$ cat src/rtl/out_port_if.sv
// out_port bus: CPU OUT write port plus status, LED and UART TX lines.
// master = CPU/bench side, slave = out_port.
interface out_port_if;
  logic        wr_en;
  logic [15:0] wr_data;
  logic        full;
  logic        empty;
  logic        overflow;
  logic        busy;
  logic        tx;
  logic [7:0]  leds;

  modport master (
    output wr_en, wr_data,
    input  full, empty, overflow,
    input  busy, tx, leds
  );

  modport slave (
    input  wr_en, wr_data,
    output full, empty, overflow,
    output busy, tx, leds
  );
endinterface

$ cat src/rtl/out_port.sv
// OUT stage: words enter a FIFO, low byte mirrors on leds, each word
// goes out on tx as two 8N1 frames (high byte first). Ports: clk, rst_n, bus.
module out_port #(
  parameter int CLKS_PER_BIT = 16,
  parameter int DEPTH        = 4
) (
  input logic      clk,
  input logic      rst_n,
  out_port_if.slave bus
);

  localparam int AW = $clog2(DEPTH);
  localparam int CW = (CLKS_PER_BIT > 1) ? $clog2(CLKS_PER_BIT) : 1;

  typedef enum logic [1:0] {
    IDLE,
    START,
    DATA,
    STOP
  } state_e;

  state_e          state_q, state_d;
  logic [CW-1:0]   cnt_q, cnt_d;
  logic [2:0]      bit_q, bit_d;
  logic            sel_q, sel_d;
  logic [15:0]     shreg_q, shreg_d;
  logic [AW-1:0]   wr_ptr_q, wr_ptr_d;
  logic [AW-1:0]   rd_ptr_q, rd_ptr_d;
  logic [AW:0]     count_q, count_d;
  logic [15:0]     mem_q [DEPTH];
  logic [15:0]     mem_d [DEPTH];
  logic            ovf_q, ovf_d;
  logic            tx_q, tx_d;
  logic [7:0]      leds_q, leds_d;

  logic            full;
  logic            empty;
  logic            push;
  logic            pop;
  logic            baud_end;
  logic [7:0]      cur_byte_d;

  assign full     = (count_q == (AW+1)'(DEPTH));
  assign empty    = (count_q == '0);
  assign push     = bus.wr_en && !full;
  assign pop      = (state_q == IDLE) && !empty;
  assign baud_end = (cnt_q == CW'(CLKS_PER_BIT - 1));

  assign bus.full     = full;
  assign bus.empty    = empty;
  assign bus.overflow = ovf_q;
  assign bus.busy     = (state_q != IDLE);
  assign bus.tx       = tx_q;
  assign bus.leds     = leds_q;

  always_comb begin
    mem_d    = mem_q;
    wr_ptr_d = wr_ptr_q;
    rd_ptr_d = rd_ptr_q;
    count_d  = count_q;
    ovf_d    = ovf_q;
    leds_d   = leds_q;
    if (push) begin
      mem_d[wr_ptr_q] = bus.wr_data;
      wr_ptr_d        = wr_ptr_q + AW'(1);
      leds_d          = bus.wr_data[7:0];
    end
    if (bus.wr_en && full) begin
      ovf_d = 1'b1;
    end
    if (pop) begin
      rd_ptr_d = rd_ptr_q + AW'(1);
    end
    unique case ({push, pop})
      2'b10:   count_d = count_q + (AW+1)'(1);
      2'b01:   count_d = count_q - (AW+1)'(1);
      default: count_d = count_q;
    endcase
  end

  always_comb begin
    state_d = state_q;
    bit_d   = bit_q;
    sel_d   = sel_q;
    shreg_d = shreg_q;
    cnt_d   = baud_end ? '0 : cnt_q + CW'(1);
    unique case (state_q)
      IDLE: begin
        cnt_d = '0;
        if (pop) begin
          shreg_d = mem_q[rd_ptr_q];
          sel_d   = 1'b0;
          state_d = START;
        end
      end
      START: begin
        if (baud_end) begin
          state_d = DATA;
          bit_d   = 3'd0;
        end
      end
      DATA: begin
        if (baud_end) begin
          if (bit_q == 3'd7) begin
            state_d = STOP;
          end else begin
            bit_d = bit_q + 3'd1;
          end
        end
      end
      STOP: begin
        if (baud_end) begin
          if (!sel_q) begin
            sel_d   = 1'b1;
            state_d = START;
          end else begin
            state_d = IDLE;
          end
        end
      end
      default: state_d = IDLE;
    endcase
  end

  // tx is registered, so it is derived from the next-state values.
  always_comb begin
    cur_byte_d = sel_d ? shreg_d[7:0] : shreg_d[15:8];
    tx_d       = 1'b1;
    unique case (state_d)
      START:   tx_d = 1'b0;
      DATA:    tx_d = cur_byte_d[bit_d];
      default: tx_d = 1'b1;
    endcase
  end

  always_ff @(posedge clk or negedge rst_n) begin
    if (!rst_n) begin
      state_q  <= IDLE;
      cnt_q    <= '0;
      bit_q    <= '0;
      sel_q    <= 1'b0;
      shreg_q  <= '0;
      wr_ptr_q <= '0;
      rd_ptr_q <= '0;
      count_q  <= '0;
      ovf_q    <= 1'b0;
      tx_q     <= 1'b1;
      leds_q   <= '0;
      for (int i = 0; i < DEPTH; i++) begin
        mem_q[i] <= '0;
      end
    end else begin
      state_q  <= state_d;
      cnt_q    <= cnt_d;
      bit_q    <= bit_d;
      sel_q    <= sel_d;
      shreg_q  <= shreg_d;
      wr_ptr_q <= wr_ptr_d;
      rd_ptr_q <= rd_ptr_d;
      count_q  <= count_d;
      ovf_q    <= ovf_d;
      tx_q     <= tx_d;
      leds_q   <= leds_d;
      mem_q    <= mem_d;
    end
  end

endmodule

$ cat src/flat_wrapper.sv
// flat-port wrapper written by rule: the top's interface ports become plain ports
module out_port_flat 
#(
  parameter int CLKS_PER_BIT = 16,
  parameter int DEPTH        = 4
)
  (clk, rst_n, bus_wr_en, bus_wr_data, bus_full, bus_empty, bus_overflow, bus_busy, bus_tx, bus_leds);
  out_port_if bus_i ();
  input logic clk;
  input logic rst_n;
  input wire logic [$bits(bus_i.wr_en)-1:0] bus_wr_en;
  input wire logic [$bits(bus_i.wr_data)-1:0] bus_wr_data;
  output wire logic [$bits(bus_i.full)-1:0] bus_full;
  output wire logic [$bits(bus_i.empty)-1:0] bus_empty;
  output wire logic [$bits(bus_i.overflow)-1:0] bus_overflow;
  output wire logic [$bits(bus_i.busy)-1:0] bus_busy;
  output wire logic [$bits(bus_i.tx)-1:0] bus_tx;
  output wire logic [$bits(bus_i.leds)-1:0] bus_leds;
  assign bus_i.wr_en = bus_wr_en;
  assign bus_i.wr_data = bus_wr_data;
  assign bus_full = bus_i.full;
  assign bus_empty = bus_i.empty;
  assign bus_overflow = bus_i.overflow;
  assign bus_busy = bus_i.busy;
  assign bus_tx = bus_i.tx;
  assign bus_leds = bus_i.leds;
  out_port #(.CLKS_PER_BIT(CLKS_PER_BIT), .DEPTH(DEPTH)) u_core (.clk(clk), .rst_n(rst_n), .bus(bus_i));
endmodule
$ cat config.mk
export PLATFORM = sky130hd
export DESIGN_NAME = out_port_flat
export DESIGN_NICKNAME = d
export VERILOG_FILES = /design/src/rtl/out_port_if.sv /design/src/rtl/out_port.sv /design/src/flat_wrapper.sv
export SDC_FILE = /design/constraint.sdc
export NUM_CORES = 1
export LEC_CHECK = 0
export BUFFER_PORTS_ARGS = -buffer_cell sky130_fd_sc_hd__buf_2
export CORE_MARGIN = 1.5
export CORE_UTILIZATION = 40
export CTS_CLUSTER_DIAMETER = 150
export DETAILED_ROUTE_END_ITERATION = 8
export SETUP_SLACK_MARGIN = 0.02
export SYNTH_ARGS = -nofsm -noshare
export SYNTH_HDL_FRONTEND = slang
export SYNTH_SLANG_ARGS = --single-unit
export TNS_END_PERCENT = 30
$ cat constraint.sdc
create_clock -name clk -period 2.2 [get_ports clk]
set_clock_uncertainty 0.1 [all_clocks]
set_input_delay 0.33 -clock clk [delete_from_list [all_inputs] [get_ports clk]]
set_output_delay 0.33 -clock clk [all_outputs]
set_load 0.1 [all_outputs]
==> results.md, run 1 <==
| Result | Value | Unit |
|:---|:---|:---|
| Core area | 12100 | µm² |
| Post-synth ARST share | 100 | % |
| Via density per instance | 5.08 | - |
| Combinational family with the most area after synthesis | multiplexers | - |
| Worst setup slack after layout | -0.0984 | ns |
| Part of the power in registers | 33.5 | % |
| Static leakage | 2.82 | nW |
| Max Clock Freq | 435 | MHz |
| Worst Setup Path Type | flip-flop to flip-flop | - |
| Setup repair after global routing missed its margin | yes | - |
| Clock tree from TritonCTS | built | - |
| Share of the synthesized netlist area taken by xor and xnor gates | 1.24 | % |
| Switching power | 3.74 | mW |
| Family with the most delay on the worst path | compound AO/OA/AOI/OAI gates | - |
| Clock transition at the register clock pins on the worst setup and hold paths after CTS | 0.07 | ns |
| Wire length per cell after detailed routing | 16.8 | µm |
| Hold Path Cell Cnt | 2 | - |
| Cell chosen for the clock root | sky130_fd_sc_hd__clkbuf_16 | - |
| Layout cells sized above 1 | 52.2 | % |
| Most frequent cells in the layout | sky130_fd_sc_hd__dfrtp_1, sky130_fd_sc_hd__mux2_2, sky130_fd_sc_hd__buf_4 | - |
| Number of cells produced by synthesis | 352 | - |
| Netlist cell types | 41 | - |
| Final wirelength | 10.1 | mm |
| Clock share of power | 17.4 | % |
| Number of clock sinks | 107 | - |
| First-pass GRT wire length | 16.4 | mm |
| Post-Synthesis Net Count | 384 | - |
| I/O Pins | 32 | - |
| Number of buffers on the longest clock path | 2 | - |
| Remaining antenna violation count | 0 | - |
| Number of antenna cells inserted | 0 | - |
| Critical Path Most Common Cell | sky130_fd_sc_hd__mux2i_1 | - |
| DP Wirelength | 7.04 | mm |
| Stages on worst setup path | 9 | - |
| Crit path buf inv count | 1 | - |
| Sequence of cells on the critical path | ha_2, and3_4, a31o_4, a22oi_4, buf_12, mux2i_1, mux2i_1, mux2_4, o211a_1 | - |
| Outcome | finished with violations | - |
| Number of detailed-route iterations in the first pass | 4 | - |
| Detailed router's first-iteration violation count | 134 | - |
| Internal power | 6.58 | mW |
| Total of endpoints with negative setup slack in the final report | 1 | - |
| Fin crit share | 104 | % |
| Area of the mapped netlist | 4960 | µm² |
| Die area | 13100 | µm² |
| Die X-Extent | 114 | µm |
| Starting utilization of the core area | 41.1 | % |
| Total DRC errors in the routed layout | 0 | - |
| Number of flip-flops and latches in the synthesized netlist | 107 | - |
| Worst Path Max Fanout | 6 | - |
| Clock latency at the later pin of the worst-skew pair | 0.35 | ns |
| Cts bufs inserted | 9 | - |
| Utilization after layout | 51.1 | % |
| Total via count in the routed design | 3055 | - |
| MaxCap Viol Count | 0 | - |
| Number of synthesis warnings | 0 | - |
| Total Nets Final | 460 | - |
| Transition time at the pin with the least slew margin | 0.488 | ns |
| Synthesized-area fraction occupied by and/or/nand/nor cells | 4.87 | % |
| Leading cell type in the layout, fill and taps excluded | sky130_fd_sc_hd__dfrtp_1 | - |
| GRT Resource Usage Total | 16.7 | % |
| Sequential Area | 2680 | µm² |
| Most frequently used flop master after synthesis | sky130_fd_sc_hd__dfrtp_1 | - |
| Worst setup timing slack at the placement stage | -0.135 | ns |
| Layout filler cell count | 1024 | - |
| Count of cells along the worst register-to-register path | 9 | - |
| Compound-Gate Fraction of Synth Area | 4.82 | % |
| Max incr delay on CP | 0.40 | ns |
| # port buffers | 31 | - |
| Last weighted congestion value of the routability-driven placer | 0.777 | - |
| Multi-input combinational cell area | 2250 | µm² |
| Slew Limit Fails | 0 | - |
| Number of global-route vias before repair | 3212 | - |
| Post-synthesis mux area share | 28.5 | % |
| Arrival @ worst endpoint | 2.49 | ns |
| Height of the die | 114 | µm |
| Overall power of the completed layout | 10.3 | mW |
| Maximum resistive drop on vdd | 0.000766 | V |
| Maximum number of pins on one net before global-route repair | 55 | - |
| Worst slew slack as a fraction of its limit | 67.7 | % |
| Antenna violations before repair | 0 | - |
| Crit path time final | 2.30 | ns |
| Site row count | 40 | - |
| Clock H-tree levels | 3 | - |
| Adder and majority cell fraction of the synthesized area | 3.43 | % |
| Switching Fraction | 36.2 | % |
| Cell with the largest stage delay on the worst path | sky130_fd_sc_hd__dfrtp_1 | - |
| Sequential-to-total area share from yosys stat | 54.0 | % |
| Startpoint Class | flip-flop | - |
| Number of enable flip-flop cells after synthesis | 0 | - |
| Violated checks | negative setup slack | - |
| Power density cells | 1670 | nW/µm² |
| Min Hold Slack | 0.0971 | ns |
| Synthesis-to-layout area growth | 24.4 | % |
| Nature of the critical path endpoint | flip-flop | - |
| Endpoints failing hold | 0 | - |
| Type of the most critical hold path | primary input to flip-flop | - |
| Combinational share of power | 49.2 | % |
| Required time reported for the critical path endpoint | 2.39 | ns |
| Global route total overflow | 0 | - |
| Mean post-synth cell area | 14.1 | µm² |
## final timing paths
kind | startpoint | endpoint | slack (ns)
max | u_core.cnt_q[1] | u_core.bus.tx | -0.1
min | bus_wr_en | u_core.bus.overflow | 0.1
max reg2reg | u_core.cnt_q[1] | u_core.bus.tx | -0.1
min reg2reg | u_core.bus.leds[5] | u_core.bus.leds[5] | 0.37
max in group asynchronous | rst_n | u_core.mem_q[14] | 0.95
min in group asynchronous | rst_n | u_core.mem_q[27] | 0.34
## sequential cells by signal (all words and copies together) (netlist names)
register / count
u_core.bus.tx: 1
u_core.mem_q: 64
u_core.bit_q: 3
u_core.cnt_q: 4
u_core.bus.leds: 8
u_core.state_q: 2
u_core.sel_q: 1
u_core.shreg_q: 16
u_core.wr_ptr_q: 2
u_core.count_q: 3
u_core.bus.overflow: 1
u_core.rd_ptr_q: 2
## power by group through the flow
stage	clock network, mW	registers, mW	logic, mW
after CTS	1.83	3.42	4.93
after detailed placement	0	3.43	4.72
after global placement	0	3.40	4.61
after floorplan	0	3.77	3.06
after global routing	1.93	3.56	5.48
final	1.79	3.45	5.07
## cells in the mapped netlist (4+ instances only)
cell,count,area share [%]
sky130_fd_sc_hd__inv_1,18,1.4
sky130_fd_sc_hd__nor2_1,5,0.38
sky130_fd_sc_hd__a21oi_1,8,0.81
sky130_fd_sc_hd__xnor2_1,5,0.88
sky130_fd_sc_hd__a211oi_1,4,0.61
sky130_fd_sc_hd__clkbuf_1,9,0.68
sky130_fd_sc_hd__mux4_1,14,7.4
sky130_fd_sc_hd__dfrtp_1,106,54
sky130_fd_sc_hd__mux2i_1,9,1.8
sky130_fd_sc_hd__o21ai_0,6,0.61
sky130_fd_sc_hd__ha_1,12,3.0
sky130_fd_sc_hd__mux2_2,81,18
sky130_fd_sc_hd__nand2_1,35,2.7
## what timing repair did
item | CTS | global route
resized for setup | 11 | 33
cloned | 1 | 0
setup buffers | 1 | 4
pin swaps | 1 | 8
setup endpoints to repair | 41 | 10
hold endpoints to repair | 22 | 0
hold buffers | 1 | 0
## metrics by stage
| step | instance area [µm²] | cells | TNS [ns] |
|---|---|---|---|
| floorplan | 5050 | 352 | -1.20 |
| global placement | 5690 | 580 | -0.193 |
| detailed placement | 5690 | 580 | -0.476 |
| CTS | 6120 | 599 | -0.129 |
| global route | 6170 | 601 | -0.158 |
| finish | 6170 | 601 | -0.0984 |
## logic make-up after synthesis
| group | after synthesis |
|---|---|
| flip-flops | 107 |
| multiplexers | 106 |
| AND/OR/NAND/NOR | 55 |
| buffers and inverters | 33 |
| AO/OA/AOI/OAI | 31 |
| adder cells (fa/ha/maj) | 13 |
| XOR/XNOR | 7 |
## routing by layer
metal / wire (µm) / GRT usage, % / vias up
li1: - / - / 1412
met1: 4830 / 22.0 / 1581
met2: 4800 / 26.8 / 42
met3: 251 / 3.07 / 20
met4: 234 / 8.17 / 0
met5: 0 / 0 / -
## final cells by class
type,instances,share of cell area [%]
Sequential cell,107,43.5
Multi-Input combinational cell,212,36.5
Timing Repair Buffer,79,9.78
Clock buffer,11,4.10
Tap cell,168,3.41
Clock inverter,5,1.36
Inverter,19,1.36
No activity file was read; power rests on OpenSTA's default activity.
==> run 2: changes to the inputs <==
--- a/config.mk
+++ b/config.mk
@@ -6,10 +6,10 @@
 export NUM_CORES = 1
 export LEC_CHECK = 0
 export BUFFER_PORTS_ARGS = -buffer_cell sky130_fd_sc_hd__buf_2
-export CORE_MARGIN = 1.5
-export CORE_UTILIZATION = 40
+export CORE_UTILIZATION = 55
 export CTS_CLUSTER_DIAMETER = 150
 export DETAILED_ROUTE_END_ITERATION = 8
+export PLACE_DENSITY = 0.73
 export SETUP_SLACK_MARGIN = 0.02
 export SYNTH_ARGS = -nofsm -noshare
 export SYNTH_HDL_FRONTEND = slang
==> constraint.sdc (replaced) <==
create_clock -name clk -period 2.85 [get_ports clk]
set_clock_uncertainty 0.1 [all_clocks]
set_input_delay 0.4275 -clock clk [delete_from_list [all_inputs] [get_ports clk]]
set_output_delay 0.4275 -clock clk [all_outputs]
set_load 0.1 [all_outputs]
==> results.md, run 2 (synthesis results as in run 1) <==
| Result | Value | Unit |
|:---|:---|:---|
| Outcome | finished with violations | - |
| Violated checks | negative hold slack | - |
| Layout cells sized above 1 | 36.7 | % |
| Static leakage | 2.56 | nW |
| Clock transition at the register clock pins on the worst setup and hold paths after CTS | 0.10 | ns |
| Layout filler cell count | 673 | - |
| Detailed router's first-iteration violation count | 161 | - |
| Number of global-route vias before repair | 2894 | - |
| Setup repair after global routing missed its margin | no | - |
| Register with the highest flop count | u_core.mem_q | - |
| Fin crit share | 91.2 | % |
| Switching Fraction | 37.5 | % |
| Startpoint Class | flip-flop | - |
| Antenna violations before repair | 0 | - |
| Wire length per cell after detailed routing | 16.4 | µm |
| Number of flip-flops under the largest register name | 64 | - |
| Final wirelength | 8.22 | mm |
| Number of buffers on the longest clock path | 2 | - |
| First-pass GRT wire length | 14.5 | mm |
| Number of clock sinks | 107 | - |
| I/O Pins | 32 | - |
| Die X-Extent | 96.9 | µm |
| MaxCap Viol Count | 0 | - |
| Nature of the critical path endpoint | flip-flop | - |
| Max Clock Freq | 385 | MHz |
| GRT Resource Usage Total | 19.5 | % |
| Internal power | 4.17 | mW |
| Maximum number of pins on one net before global-route repair | 108 | - |
| Type of the most critical hold path | primary input to async pin | - |
| Synthesis-to-layout area growth | 10.1 | % |
| Min Hold Slack | -0.00159 | ns |
| Global route total overflow | 0 | - |
| Clock H-tree levels | 3 | - |
| Origin of the worst setup path | u_core.cnt_q[0] | - |
| Required time reported for the critical path endpoint | 3.04 | ns |
| # port buffers | 31 | - |
| Max incr delay on CP | 0.47 | ns |
| Arrival @ worst endpoint | 2.78 | ns |
| Power density cells | 1220 | nW/µm² |
| Sequence of cells on the critical path | ha_1, and3_1, o21ai_2, a221oi_2, inv_1, mux2i_1, mux2_2, o211a_1 | - |
| Worst slew slack as a fraction of its limit | 39.6 | % |
| Cts bufs inserted | 9 | - |
| Utilization after layout | 62.6 | % |
| Number of post-CTS setup repair buffers | 0 | - |
| Number of antenna cells inserted | 0 | - |
| Cell with the largest stage delay on the worst path | sky130_fd_sc_hd__a221oi_2 | - |
| Via density per instance | 5.61 | - |
| Crit path time final | 2.60 | ns |
| Last weighted congestion value of the routability-driven placer | 0.791 | - |
| Stages on worst setup path | 8 | - |
| Number of non-filler instances in the completed layout | 500 | - |
| Slew Limit Fails | 0 | - |
| Endpoints failing hold | 1 | - |
| Cell chosen for the clock root | sky130_fd_sc_hd__clkbuf_8 | - |
| Total of endpoints with negative setup slack in the final report | 0 | - |
| Total Nets Final | 421 | - |
| Clock tree from TritonCTS | built | - |
| Worst Path Max Fanout | 7 | - |
| Core area | 8720 | µm² |
| Count of cells along the worst register-to-register path | 8 | - |
| Reg-to-reg critical path endpoint | u_core.bus.tx | - |
| Post-CTS Hold Fix Bufs | 0 | - |
| Most frequent cells in the layout | sky130_fd_sc_hd__dfrtp_1, sky130_fd_sc_hd__mux2_2, sky130_fd_sc_hd__nand2_1 | - |
| Endpoint of the most critical setup path | u_core.bus.tx | - |
| Leading cell type in the layout, fill and taps excluded | sky130_fd_sc_hd__dfrtp_1 | - |
| Clock latency at the later pin of the worst-skew pair | 0.36 | ns |
| Remaining antenna violation count | 0 | - |
| Number of detailed-route iterations in the first pass | 4 | - |
| Starting utilization of the core area | 56.8 | % |
| Maximum resistive drop on vdd | 0.000566 | V |
| Worst reg2reg startpoint | u_core.cnt_q[0] | - |
| Reg-to-reg setup timing slack | 0.25 | ns |
| Switching power | 2.50 | mW |
| Part of the power in registers | 38.9 | % |
| Clock share of power | 13.5 | % |
| Transition time at the pin with the least slew margin | 0.906 | ns |
| Overall power of the completed layout | 6.67 | mW |
| Total negative slack for setup checks | 0 | ns |
| Die area | 9400 | µm² |
| Placed Cells | 486 | - |
| Worst Setup Path Type | flip-flop to flip-flop | - |
| Height of the die | 96.9 | µm |
| Total via count in the routed design | 2804 | - |
| Total DRC errors in the routed layout | 0 | - |
| DP Wirelength | 5.53 | mm |
| Crit path buf inv count | 1 | - |
| Combinational share of power | 47.5 | % |
| Site row count | 34 | - |
| Family with the most delay on the worst path | compound AO/OA/AOI/OAI gates | - |
run 2: changes by cell type in the layout (fill, tap and decap cells not counted), sizes merged:
cell	change
clkinv	+1
dlygate4sd3	-1
buf	-38
clkinvlp	-1
bufinv	-1
clkbuf	-1
run 2: power by group through the flow:
| stage | Sequential [mW] | Clock, mW | Combinational, mW |
|---|---|---|---|
| global route | 2.69 | 0.983 | 3.45 |
| floorplan | 2.89 | 0 | 2.27 |
| detailed placement | 2.63 | 0 | 3.20 |
| global placement | 2.59 | 0 | 3.13 |
| finish | 2.60 | 0.902 | 3.17 |
| CTS | 2.60 | 0.937 | 3.21 |
run 2: cell type report:
cell class | count | area (µm²) | share of cell area, %
Sequential cell | 107 | 2680 | 49.1
Multi-Input combinational cell | 212 | 2130 | 39.1
Timing Repair Buffer | 40 | 250 | 4.58
Clock buffer | 10 | 138 | 2.52
Tap cell | 108 | 135 | 2.48
Inverter | 19 | 71.3 | 1.31
Clock inverter | 4 | 51.3 | 0.940
run 2: through the flow:
step / cell area (µm²) / setup slack (ns)
after CTS: 5460 / 0.190
final: 5460 / 0.252
after global routing: 5460 / 0.0207
after global placement: 5270 / 0.237
after detailed placement: 5270 / 0.207
after floorplan: 4960 / -0.0967
run 2: worst min-delay path by stage:
stage,start,endpoint,slack [ns],cells after the start
floorplan,rst_n,u_core.bit_q[0],0.03,0
global placement,u_core.bus.overflow,u_core.bus.overflow,0.33,1
detailed placement,u_core.bus.overflow,u_core.bus.overflow,0.34,1
CTS,rst_n,u_core.cnt_q[3],0.04,2
global route,rst_n,u_core.cnt_q[3],0.06,2
finish,rst_n,u_core.cnt_q[3],-0.002,2
run 2: repair_timing:
item / 4_1_cts / 5_1_grt
resized for setup: 0 / 1
endpoints found under the setup margin: 0 / 1
endpoints found under the hold margin: 0 / 0
run 2: worst register-to-register path: stages, from the launching register on:
cell                       delay (ns)
sky130_fd_sc_hd__dfrtp_1         0.40
sky130_fd_sc_hd__ha_1            0.24
sky130_fd_sc_hd__and3_1          0.34
sky130_fd_sc_hd__o21ai_2         0.17
sky130_fd_sc_hd__a221oi_2        0.47
sky130_fd_sc_hd__inv_1           0.18
sky130_fd_sc_hd__mux2i_1         0.15
sky130_fd_sc_hd__mux2_2          0.26
sky130_fd_sc_hd__o211a_1         0.22
run 2: per-layer routing:
| layer | share of wire (%) | GRT usage (%) | wire (µm) | vias to the layer above |
|---|---|---|---|---|
| li1 | - | - | - | 1334 |
| met1 | 49 | 27.9 | 4060 | 1429 |
| met2 | 47 | 30.4 | 3840 | 29 |
| met3 | 2.2 | 2.67 | 179 | 12 |
| met4 | 1.7 | 7.92 | 136 | 0 |
| met5 | 0 | 0 | 0 | - |
==> run 3: changes to the inputs <==
==> constraint.sdc (replaced) <==
create_clock -name clk -period 2.85 [get_ports clk]
set_clock_uncertainty 0.1 [all_clocks]
set_input_delay 0.285 -clock clk [delete_from_list [all_inputs] [get_ports clk]]
set_output_delay 0.285 -clock clk [all_outputs]
set_load 0.1 [all_outputs]
==> results.md, run 3 (synthesis results as in run 1) <==
| Result | Value | Unit |
|:---|:---|:---|
| Required time reported for the critical path endpoint | 3.03 | ns |
| Number of buffers on the longest clock path | 2 | - |
| Site row count | 34 | - |
| Leading cell type in the layout, fill and taps excluded | sky130_fd_sc_hd__dfrtp_1 | - |
| Slew Limit Fails | 0 | - |
| Worst setup slack after layout | 0.249 | ns |
| Total DRC errors in the routed layout | 0 | - |
| Maximum number of pins on one net before global-route repair | 56 | - |
| Last weighted congestion value of the routability-driven placer | 0.793 | - |
| Max Clock Freq | 384 | MHz |
| Wire length per cell after detailed routing | 16.5 | µm |
| Number of detailed-route iterations in the first pass | 4 | - |
| Starting utilization of the core area | 56.8 | % |
| Fin crit share | 91.3 | % |
| Endpoints failing hold | 0 | - |
| Number of global-route vias before repair | 2977 | - |
| First-pass GRT wire length | 14.6 | mm |
| Total of endpoints with negative setup slack in the final report | 0 | - |
| Transition time at the pin with the least slew margin | 0.678 | ns |
| Register with the highest flop count | u_core.mem_q | - |
| Height of the die | 96.9 | µm |
| Cell chosen for the clock root | sky130_fd_sc_hd__clkbuf_8 | - |
| Via density per instance | 5.62 | - |
| Worst Setup Path Type | flip-flop to flip-flop | - |
| Final wirelength | 8.34 | mm |
| GRT Resource Usage Total | 19.5 | % |
| Die X-Extent | 96.9 | µm |
| PostCTS Resize Cnt | 0 | - |
| Number of clock sinks | 107 | - |
| Worst Path Max Fanout | 7 | - |
| MaxCap Viol Count | 0 | - |
| Total via count in the routed design | 2846 | - |
| Number of flip-flops under the largest register name | 64 | - |
| DP Wirelength | 5.65 | mm |
| Startpoint Class | flip-flop | - |
| Remaining antenna violation count | 0 | - |
| Clock H-tree levels | 3 | - |
| Total Nets Final | 426 | - |
| Core area | 8720 | µm² |
| Detailed router's first-iteration violation count | 128 | - |
| Clock transition at the register clock pins on the worst setup and hold paths after CTS | 0.11 | ns |
| Global route total overflow | 0 | - |
| Antenna violations before repair | 0 | - |
| Worst setup timing slack at the placement stage | 0.164 | ns |
| Type of the most critical hold path | primary input to flip-flop | - |
| Maximum resistive drop on vdd | 0.000663 | V |
| Overall power of the completed layout | 6.71 | mW |
| Layout cells sized above 1 | 36.9 | % |
| Synthesis-to-layout area growth | 10.9 | % |
| # port buffers | 31 | - |
| Static leakage | 2.58 | nW |
| Clock tree from TritonCTS | built | - |
| Crit path time final | 2.60 | ns |
| Clock latency at the later pin of the worst-skew pair | 0.35 | ns |
| Most frequent cells in the layout | sky130_fd_sc_hd__dfrtp_1, sky130_fd_sc_hd__mux2_2, sky130_fd_sc_hd__nand2_1 | - |
| Worst slew slack as a fraction of its limit | 54.8 | % |
| Utilization after layout | 63.1 | % |
| I/O Pins | 32 | - |
| Number of antenna cells inserted | 0 | - |
| Min Hold Slack | 0.0284 | ns |
| Nature of the critical path endpoint | flip-flop | - |
| Outcome | finished clean | - |
| Setup repair after global routing missed its margin | no | - |
| Layout filler cell count | 676 | - |
| Cts bufs inserted | 9 | - |
| Die area | 9400 | µm² |
| Arrival @ worst endpoint | 2.78 | ns |
| Power density cells | 1220 | nW/µm² |
[run 3: cell types whose count changed in the layout (fill, tap and decap cells not counted), sizes merged]
cell	before	now
buf	40	44
bufinv	1	0
clkinv	2	3
dlygate4sd3	0	1
inv	19	20
[run 3: timing repair]
action                     CTS  global route
setup endpoints to repair    0             2
setup buffers                0             4
hold endpoints to repair    52             0
hold buffers                 1             0
[run 3: power by group]
part           internal [mW]  switching [mW]
Sequential              2.26           0.343
Clock                  0.321           0.501
Combinational           1.57            1.71
Total                   4.15            2.56
[run 3: worst max-delay path: stages (launching register included)]
cell and delay, ns:
sky130_fd_sc_hd__dfrtp_1 0.41, sky130_fd_sc_hd__ha_1 0.24, sky130_fd_sc_hd__and3_1 0.35, sky130_fd_sc_hd__o21ai_2 0.16, sky130_fd_sc_hd__a221oi_2 0.47, sky130_fd_sc_hd__inv_1 0.17, sky130_fd_sc_hd__mux2i_1 0.15, sky130_fd_sc_hd__mux2_2 0.26
sky130_fd_sc_hd__o211a_1 0.22
[run 3: routing by layer]
layer	vias to the layer above	share of wire (%)	global-route usage (%)
met2	37	47	31.1
met5	-	0	0
li1	1348	-	-
met4	0	1.5	7.12
met3	9	2.1	2.46
met1	1452	49	27.7
[run 3: worst paths after layout]
check / start / to / slack (ns) / cells past startpoint
max in group asynchronous: rst_n / u_core.bus.tx / 1.47 / 3
hold / removal: bus_wr_en / u_core.bus.overflow / 0.03 / 2
setup reg to reg: u_core.cnt_q[0] / u_core.bus.tx / 0.25 / 8
min in group asynchronous: rst_n / u_core.bus.overflow / 0.40 / 2
setup / recovery: u_core.cnt_q[0] / u_core.bus.tx / 0.25 / 8
hold reg to reg: u_core.bus.overflow / u_core.bus.overflow / 0.36 / 1
[run 3: final cells by class]
cell class	instances	area (µm²)	share of cell area [%]
Sequential cell	107	2680	48.7
Multi-Input combinational cell	212	2130	38.8
Timing Repair Buffer	45	315	5.73
Tap cell	108	135	2.46
Clock buffer	10	128	2.32
Inverter	19	71.3	1.30
Clock inverter	5	38.8	0.705
[run 3: through the flow]
stage | instance area [µm²] | cells | setup TNS [ns]
after detailed placement | 5270 | 486 | 0
after global routing | 5500 | 506 | 0
after floorplan | 4960 | 352 | -0.0967
final | 5500 | 506 | 0
after global placement | 5270 | 486 | 0
after CTS | 5440 | 502 | 0
